$ cat src/rtl/systolic_input_skewer_if.sv
// Edge-feed bus between a tile sequencer and the systolic input skewer.
// The master drives tile control and beats; the slave returns the skewed wavefront.
interface systolic_input_skewer_if #(
    parameter int N     = 4,
    parameter int WIDTH = 8,
    parameter int CNT_W = 8
);
    logic                 start;
    logic [CNT_W-1:0]     k_len;
    logic                 in_valid;
    logic                 in_ready;
    logic [N*WIDTH-1:0]   in_data;
    logic [N*WIDTH-1:0]   out_data;
    logic [N-1:0]         out_first;
    logic                 busy;
    logic                 done;

    modport master (
        output start, k_len, in_valid, in_data,
        input  in_ready, out_data, out_first, busy, done
    );

    modport slave (
        input  start, k_len, in_valid, in_data,
        output in_ready, out_data, out_first, busy, done
    );
endinterface

$ cat src/rtl/systolic_input_skewer.sv
// Delays lane i of each accepted FP8 beat by i cycles to build the diagonal wavefront
// for one PE-array edge, tagging the tile's first beat and zero-filling bubbles and drain.
module systolic_input_skewer #(
    parameter int N     = 4,
    parameter int WIDTH = 8,
    parameter int CNT_W = 8
) (
    input  logic                    clk,
    input  logic                    rst_n,
    systolic_input_skewer_if.slave  bus
);
    typedef enum logic [1:0] {S_IDLE, S_LOAD, S_DRAIN} state_t;

    localparam int               DW         = $clog2(N + 1);
    localparam logic [DW-1:0]    DRAIN_INIT = DW'((N > 1) ? (N - 2) : 0);
    localparam logic [DW-1:0]    DRAIN_ONE  = DW'(1);
    localparam logic [CNT_W-1:0] CNT_ONE    = CNT_W'(1);

    state_t             r_state, w_state_next;
    logic [CNT_W-1:0]   r_k_len, w_k_len_next;
    logic [CNT_W-1:0]   r_beat_cnt, w_beat_cnt_next;
    logic [DW-1:0]      r_drain_cnt, w_drain_cnt_next;
    logic               r_done, w_done_next;
    logic [N*WIDTH-1:0] w_push_data;
    logic               w_push_first;
    logic [N*WIDTH-1:0] w_out_data;
    logic [N-1:0]       w_out_first;

    always_ff @(posedge clk or negedge rst_n) begin
        if (!rst_n) begin
            r_state     <= S_IDLE;
            r_k_len     <= '0;
            r_beat_cnt  <= '0;
            r_drain_cnt <= '0;
            r_done      <= 1'b0;
        end else begin
            r_state     <= w_state_next;
            r_k_len     <= w_k_len_next;
            r_beat_cnt  <= w_beat_cnt_next;
            r_drain_cnt <= w_drain_cnt_next;
            r_done      <= w_done_next;
        end
    end

    // Anything not an accepted beat pushes zeros, so bubbles and the drain tail add nothing.
    always_comb begin
        w_state_next     = r_state;
        w_k_len_next     = r_k_len;
        w_beat_cnt_next  = r_beat_cnt;
        w_drain_cnt_next = r_drain_cnt;
        w_done_next      = 1'b0;
        w_push_data      = '0;
        w_push_first     = 1'b0;
        case (r_state)
            S_IDLE: begin
                if (bus.start && (bus.k_len != '0)) begin
                    w_k_len_next    = bus.k_len;
                    w_beat_cnt_next = '0;
                    w_state_next    = S_LOAD;
                end
            end
            S_LOAD: begin
                if (bus.in_valid) begin
                    w_push_data     = bus.in_data;
                    w_push_first    = (r_beat_cnt == '0);
                    w_beat_cnt_next = r_beat_cnt + CNT_ONE;
                    if ((r_beat_cnt + CNT_ONE) == r_k_len) begin
                        if (N > 1) begin
                            w_state_next     = S_DRAIN;
                            w_drain_cnt_next = DRAIN_INIT;
                        end else begin
                            w_state_next = S_IDLE;
                            w_done_next  = 1'b1;
                        end
                    end
                end
            end
            S_DRAIN: begin
                if (r_drain_cnt == '0) begin
                    w_state_next = S_IDLE;
                    w_done_next  = 1'b1;
                end else begin
                    w_drain_cnt_next = r_drain_cnt - DRAIN_ONE;
                end
            end
            default: w_state_next = S_IDLE;
        endcase
    end

    // Lane gi is a chain of gi+1 registers; element and first bit travel together.
    genvar gi;
    generate
        for (gi = 0; gi < N; gi++) begin : g_lane
            logic [WIDTH-1:0] r_data  [0:gi];
            logic             r_first [0:gi];

            always_ff @(posedge clk or negedge rst_n) begin
                if (!rst_n) begin
                    for (int j = 0; j <= gi; j++) begin
                        r_data[j]  <= '0;
                        r_first[j] <= 1'b0;
                    end
                end else begin
                    r_data[0]  <= w_push_data[gi*WIDTH +: WIDTH];
                    r_first[0] <= w_push_first;
                    for (int j = 1; j <= gi; j++) begin
                        r_data[j]  <= r_data[j-1];
                        r_first[j] <= r_first[j-1];
                    end
                end
            end

            assign w_out_data[gi*WIDTH +: WIDTH] = r_data[gi];
            assign w_out_first[gi]               = r_first[gi];
        end
    endgenerate

    assign bus.out_data  = w_out_data;
    assign bus.out_first = w_out_first;
    assign bus.in_ready  = (r_state == S_LOAD);
    assign bus.busy      = (r_state != S_IDLE);
    assign bus.done      = r_done;
endmodule
$ cat src/flat_wrapper.sv
// flat-port wrapper written by rule: the top's interface ports become plain ports
module systolic_input_skewer_flat 
#(
    parameter int N     = 4,
    parameter int WIDTH = 8,
    parameter int CNT_W = 8
)
  (clk, rst_n, bus_start, bus_k_len, bus_in_valid, bus_in_data, bus_in_ready, bus_out_data, bus_out_first, bus_busy, bus_done);
  systolic_input_skewer_if #(.N(N), .WIDTH(WIDTH), .CNT_W(CNT_W)) bus_i ();
  input  logic clk;
  input  logic rst_n;
  input wire logic [$bits(bus_i.start)-1:0] bus_start;
  input wire logic [$bits(bus_i.k_len)-1:0] bus_k_len;
  input wire logic [$bits(bus_i.in_valid)-1:0] bus_in_valid;
  input wire logic [$bits(bus_i.in_data)-1:0] bus_in_data;
  output wire logic [$bits(bus_i.in_ready)-1:0] bus_in_ready;
  output wire logic [$bits(bus_i.out_data)-1:0] bus_out_data;
  output wire logic [$bits(bus_i.out_first)-1:0] bus_out_first;
  output wire logic [$bits(bus_i.busy)-1:0] bus_busy;
  output wire logic [$bits(bus_i.done)-1:0] bus_done;
  assign bus_i.start = bus_start;
  assign bus_i.k_len = bus_k_len;
  assign bus_i.in_valid = bus_in_valid;
  assign bus_i.in_data = bus_in_data;
  assign bus_in_ready = bus_i.in_ready;
  assign bus_out_data = bus_i.out_data;
  assign bus_out_first = bus_i.out_first;
  assign bus_busy = bus_i.busy;
  assign bus_done = bus_i.done;
  systolic_input_skewer #(.N(N), .WIDTH(WIDTH), .CNT_W(CNT_W)) u_core (.clk(clk), .rst_n(rst_n), .bus(bus_i));
endmodule
$ cat config.mk
export PLATFORM = sky130hd
export DESIGN_NAME = systolic_input_skewer_flat
export DESIGN_NICKNAME = d
export VERILOG_FILES = /design/src/rtl/systolic_input_skewer_if.sv /design/src/rtl/systolic_input_skewer.sv /design/src/flat_wrapper.sv
export SDC_FILE = /design/constraint.sdc
export NUM_CORES = 1
export LEC_CHECK = 0
export ABC_AREA = 1
export CELL_PAD_IN_SITES_DETAIL_PLACEMENT = 1
export CELL_PAD_IN_SITES_GLOBAL_PLACEMENT = 1
export CORE_ASPECT_RATIO = 1.1
export CORE_MARGIN = 10
export CORE_UTILIZATION = 39
export CTS_CLUSTER_DIAMETER = 50
export DETAILED_ROUTE_END_ITERATION = 7
export MAX_ROUTING_LAYER = met4
export PLACE_DENSITY_LB_ADDON = 0.12
export SLEW_MARGIN = 20
export SYNTH_ARGS = -nofsm -noshare
export SYNTH_HDL_FRONTEND = slang
export SYNTH_SLANG_ARGS = --single-unit
$ cat constraint.sdc
create_clock -name clk -period 2.5 [get_ports clk]
set_clock_uncertainty 0.2 [all_clocks]
set_input_delay 0.375 -clock clk [delete_from_list [all_inputs] [get_ports clk]]
set_output_delay 0.375 -clock clk [all_outputs]
set_load 0.02 [all_outputs]
=== Word-level counts from Yosys, hierarchy flattened ===
Cells that the tools add are included.

* Register bits: 106

* Add/subtract/negate cells: 2
* Muxes and demuxes: 18
* Equal/unequal tests: 8
* Reductions and logical operators: 12

{| class="wikitable"
|+ Operators by type and width
! operator !! number
|-
| two-way mux 32 bit || 2
|-
| two-way mux 8 bit || 2
|-
| one-hot mux 8 bit (2 select lines) || 1
|-
| two-way mux 3 bit || 3
|-
| adder 8 x 1 -> 8 bit, second input constant || 1
|-
| equality test 8 bit || 1
|-
| logical NOT 8 bit || 1
|-
| two-way mux 2 bit || 4
|-
| AND reduction 4 bit || 2
|-
| nonzero test 8 bit || 1
|-
| inequality test 2 x 1 -> 1 bit, second input constant || 3
|-
| one-hot mux 2 bit (3 select lines) || 1
|-
| one-hot mux 3 bit (2 select lines) || 1
|-
| nonzero test 2 bit || 3
|-
| two-way mux 1 bit || 4
|-
| inequality test 2 bit, second input constant || 2
|-
| logical NOT 3 bit || 1
|-
| AND reduction 3 bit || 1
|-
| subtractor 3 x 1 -> 3 bit, second input constant || 1
|-
| equality test 2 x 1 -> 1 bit, second input constant || 1
|-
| equality test 2 bit, second input constant || 1
|-
| logical NOT 2 bit || 1
|-
| AND reduction 2 bit || 1
|-
| logical AND 1 bit || 1
|}

=== Logic depth before layout (Yosys ltp) ===
* Depth in word-level cells: 5
* Depth in mapped cells: 14
* Depth with buffers taken out: 14

=== Worst setup path before layout ===
No wires, ideal clock.

* Path kind: flip-flop to flip-flop
* Start: register u_core.r_beat_cnt[0]
* End: register u_core.r_drain_cnt[2]
* Arrival time: 1507 ps
* Path buffers: 1
* Library setup time: 117 ps
* Cell stages (with the launch flop): 12
* Clock period less this slack: 1823 ps
* Path slack: 677 ps
* Required time: 2183 ps
* Cells stage by stage: dfrtp_1 > clkbuf_2 > inv_2 > ha_1 > xnor2_1 > nand2_1 > nor2_1 > nand3_1 > nand2_2 > nand2_4 > nand2_1 > nand2_1

* Longest elaborated chain between the ends: 4

{| class="wikitable"
|+ Ends and longest elaborated chain
! element !! line !! source
|-
| start, declared || systolic_input_skewer.sv:21 || <nowiki>logic [CNT_W-1:0] r_beat_cnt, w_beat_cnt_next;</nowiki>
|-
| start signal, assigned || systolic_input_skewer.sv:39 || <nowiki>r_beat_cnt <= w_beat_cnt_next;</nowiki>
|-
| adder 8 x 1 -> 8 bit || systolic_input_skewer.sv:67 || <nowiki>if ((r_beat_cnt + CNT_ONE) == r_k_len) begin</nowiki>
|-
| equality test 8 bit || systolic_input_skewer.sv:67 ||
|-
| inequality test 2 x 1 -> 1 bit (no line) || n/a ||
|-
| AND reduction 4 bit (no line) || n/a ||
|-
| end signal, assigned || systolic_input_skewer.sv:40 || <nowiki>r_drain_cnt <= w_drain_cnt_next;</nowiki>
|-
| end, declared || systolic_input_skewer.sv:22 || <nowiki>logic [DW-1:0] r_drain_cnt, w_drain_cnt_next;</nowiki>
|}

No other way between the ends.
A chain may end at the register's enable or synchronous reset.

=== Worst setup path after layout ===
* Start: register u_core.r_state[1]
* End: output port bus_in_ready

* Longest elaborated chain between the ends: 1

{| class="wikitable"
|+ Ends and longest elaborated chain
! element !! line !! source
|-
| start, declared || systolic_input_skewer.sv:19 || <nowiki>state_t r_state, w_state_next;</nowiki>
|-
| start signal, assigned || systolic_input_skewer.sv:37 || <nowiki>r_state <= w_state_next;</nowiki>
|-
| equality test 2 x 1 -> 1 bit || systolic_input_skewer.sv:120 || <nowiki>assign bus.in_ready = (r_state == S_LOAD);</nowiki>
|-
| end, declared || flat_wrapper.sv:16 || <nowiki>output wire logic [$bits(bus_i.in_ready)-1:0] bus_in_ready;</nowiki>
|}

No other way between the ends.

==> run_results.csv <==
group,metric,value,unit
detailed_routing,wl_met1,3450,um
detailed_routing,drt_first_iter_violations,110,
sta,worst_pin_slew,0.395,ns
grt,grt_usage,12.3,%
finish,multiInputGateArea,752,um2
floorplan,row_count,37,
worst_setup_path,startpoint,"u_core.r_state[1]",
worst_setup_path,crit_buf_inv,2,
detailed_routing,route.met3.wl,367,um
finish,num-fill-cells,1020,
sta,period_share,88.7,%
worst_setup_path,cp.required,1.92,ns
sta,maxSlewHeadroom,73.7,%
grt,first_global_vias,2651,
sta,finalHoldWorstSlack,0.150,ns
sta,setup_violations,0,
clock_network,clock_latency,0.38,ns
hold_path,hp-class,"reg -> reg",
grt,grt_pass1_wl,13400,um
worst_setup_path,crit_type,"reg -> out",
worst_setup_path,worstPathArrival,1.64,ns
clock_network,clock_path_buffers,2,
run,drv_cap,0,
clock_network,path_clk_slew,0.11,ns
clock_network,cts.root.buffer_cell,"clkbuf_8",
grt,overflow,0,
synthesis,yosys_warnings,0,
synthesis,syn_avg_cell_area,11.1,um2
detailed_routing,top_layer,"met4",
sta,fin_crit,2.22,ns
finish,fin_nets,465,
worst_setup_path,cp-start-kind,"register",
synthesis,muxShareOfSynthArea,1.18,%
hold_path,hold_start,"u_core.g_lane[3].r_data[24]",
finish,fin_area,4880,um2
worst_setup_path,path_cells,"nor2_1 -> buf_4 -> clkdlybuf4s50_1",
sta,finalHoldViolCount,0,
detailed_routing,dr_wl_met2,4030,um
synthesis,synth_top_family_by_area,"simple AND/OR/NAND/NOR gates",
detailed_routing,wl,8000,um
clock_network,clock-sinks,106,
status,outcome,"finished, final reports clean",
sta,finalSetupTns,0,ns
grt,grt_antenna_before_repair,0,
detailed_routing,drc,0,
floorplan,initial_utilization,40.5,%
clock_network,cts_tree,"done",
power_and_ir_drop,ir_worst_vdd,0.476,mV
finish,area_growth,27.7,%
synthesis,synth-seq-cells,106,
synthesis,seq_area_frac_synth,69.4,%
placed_design,dp.final_hpwl,6030,um
placed_design,gp_congestion,0.795,
worst_setup_path,setup.worst_path.end_class,"primary output",
floorplan,dieArea,14200,um2
detailed_routing,drtAntennaViolNets,0,
worst_setup_path,crit_family,"buffers and inverters",
synthesis,syn-num-nets,393,
clock_network,cts-buffers-inserted,9,
floorplan,fp.dieW,114,um
synthesis,synthesis.area,3820,um2
detailed_routing,firstDrtPassIters,4,
finish,register_area,2650,um2
power_and_ir_drop,power_density,906,nW/um2
floorplan,core,9440,um2
sta,fmax,0.451,GHz
finish,layout-drive-gt1-share,8.29,%
synthesis,synth_adder_area_share,1.31,%
floorplan,io_pins,83,
detailed_routing,via_per_inst,4.53,
detailed_routing,via_count,2442,
finish,layout_commonest_cell,"dfrtp_1",
synthesis,synthSimpleGateAreaFrac,14.5,%
worst_setup_path,slowest_stage,"clkdlybuf4s50_1",
sta,rsz0062_at_grt,"false",
clock_network,cts.repair.resized,0,
floorplan,die_h,124,um
worst_setup_path,crit_path_max_incr_delay,0.61,ns
finish,diodes,0,
grt,grt_max_degree,38,
detailed_routing,wl_per_cell,14.8,um
clock_network,cts.htree.levels,3,
placed_design,portBuffers,82,
synthesis,post_synth_num_cell_types,25,
sta,slew_violations,0,
placed_design,place_area,4660,um2
synthesis,synthXorXnorAreaFrac,0.687,%
synthesis,syn_inst,345,
worst_setup_path,r2r-start,"u_core.r_beat_cnt[1]",
power_and_ir_drop,p_leak,0.00246,uW
finish,final_cell_mix,"dfrtp_1 (106), clkdlybuf4s50_1 (81), inv_1 (54), nor2_1 (47), nand2_1 (47)",
synthesis,synth-compound-area-share,2.03,%
worst_setup_path,crit_path_max_fanout,5,
-- synthesized netlist by cell type --
cell type / instances / area (um2)
nor2_1: 47 / 176
buf_4: 25 / 188
nand2_2: 1 / 6.26
xor2_1: 1 / 8.76
mux2_2: 4 / 45.0
xnor2_1: 2 / 17.5
nand3_1: 21 / 105
o22ai_1: 6 / 37.5
nand4_1: 3 / 18.8
nor4_1: 2 / 12.5
clkbuf_1: 4 / 15.0
a21oi_1: 5 / 25.0
o21ai_0: 3 / 15.0
nand3b_1: 2 / 15.0
nand2_1: 47 / 176
nor2_4: 1 / 11.3
nand2_4: 1 / 11.3
nor3_1: 2 / 10.0
inv_1: 54 / 203
ha_1: 4 / 50.1
buf_2: 1 / 5.00
dfrtp_1: 106 / 2650
clkbuf_2: 1 / 5.00
nand3_2: 1 / 10.0
inv_2: 1 / 3.75
-- state kept, by name (all words and copies together), names as in the netlist --
name / flops
u_core.r_state: 2
u_core.r_beat_cnt: 8
u_core.r_drain_cnt: 3
u_core.g_lane.r_data: 56
u_core.bus.out_first: 1
u_core.g_lane.r_first: 3
u_core.bus.done: 1
u_core.r_k_len: 8
u_core.bus.out_data: 24
-- metal layers --
| layer | GRT usage, % | vias to the layer above |
|---|---|---|
| met3 | 3.32 | 10 |
| met1 | 14.3 | 1204 |
| met5 | - | - |
| met4 | 5.41 | 0 |
| met2 | 19.7 | 56 |
| li1 | - | 1172 |
-- final cells by class --
type | count | area share (%)
flip-flops and latches | 106 | 54.3
repair buffers | 92 | 18.6
multi-input cells | 153 | 15.4
inverters | 55 | 4.23
well taps | 117 | 3.00
clock buffers | 9 | 2.54
clock inverters | 7 | 1.92
-- worst reg2reg max path, stage by stage (launching register included) --
cell	delay, ns
dfrtp_1	0.42
ha_1	0.25
nand3_1	0.15
nor2_1	0.16
nand2_1	0.09
nand3_1	0.09
nand2_1	0.06
nor2_1	0.16
nand3_1	0.11
nand2_2	0.14
nand2_4	0.08
nand2_1	0.06
nand2_1	0.05
-- metrics by stage --
stage / setup slack [ns] / power, uW / cells / util, %
after detailed placement: 0.211 / 3360 / 522 / 49.3
after global placement: 0.238 / 3310 / 522 / 49.3
after global routing: 0.194 / 4720 / 539 / 51.7
after CTS: 0.252 / 4510 / 539 / 51.7
final: 0.282 / 4430 / 539 / 51.7
after floorplan: 0.677 / 2900 / 345 / -
-- report_power, final --
part           switching, uW  internal, uW
combinational            646           491
clock                    634           491
sequential               157          2010
total                   1440          2990
-- kinds of logic after synthesis --
family,Yosys count
AO/OA/AOI/OAI,14
XOR/XNOR,3
adder cells (fa/ha/maj),4
buffers and inverters,86
flip-flops,106
multiplexers,4
AND/OR/NAND/NOR,128
-- worst paths after layout --
| path | to | slack [ns] | cells past startpoint |
|---|---|---|---|
| setup / recovery | bus_in_ready | 0.28 | 3 |
| hold reg to reg | u_core.g_lane[3].r_data[16] | 0.15 | 0 |
| hold / removal | u_core.g_lane[3].r_data[16] | 0.15 | 0 |
| max in group asynchronous | u_core.r_k_len[1] | 1.18 | 3 |
| setup reg to reg | u_core.r_drain_cnt[1] | 0.40 | 12 |
| min in group asynchronous | u_core.g_lane[2].r_data[14] | 0.25 | 2 |
-- what timing repair did --
action / 4_1_cts / 5_1_grt
setup endpoints to repair: 0 / 0
hold buffers: 1 / 0
buffers inserted: 0 / 0
endpoints found under the hold margin: 27 / 0
Note: power is estimated with default switching activity, not from simulation.
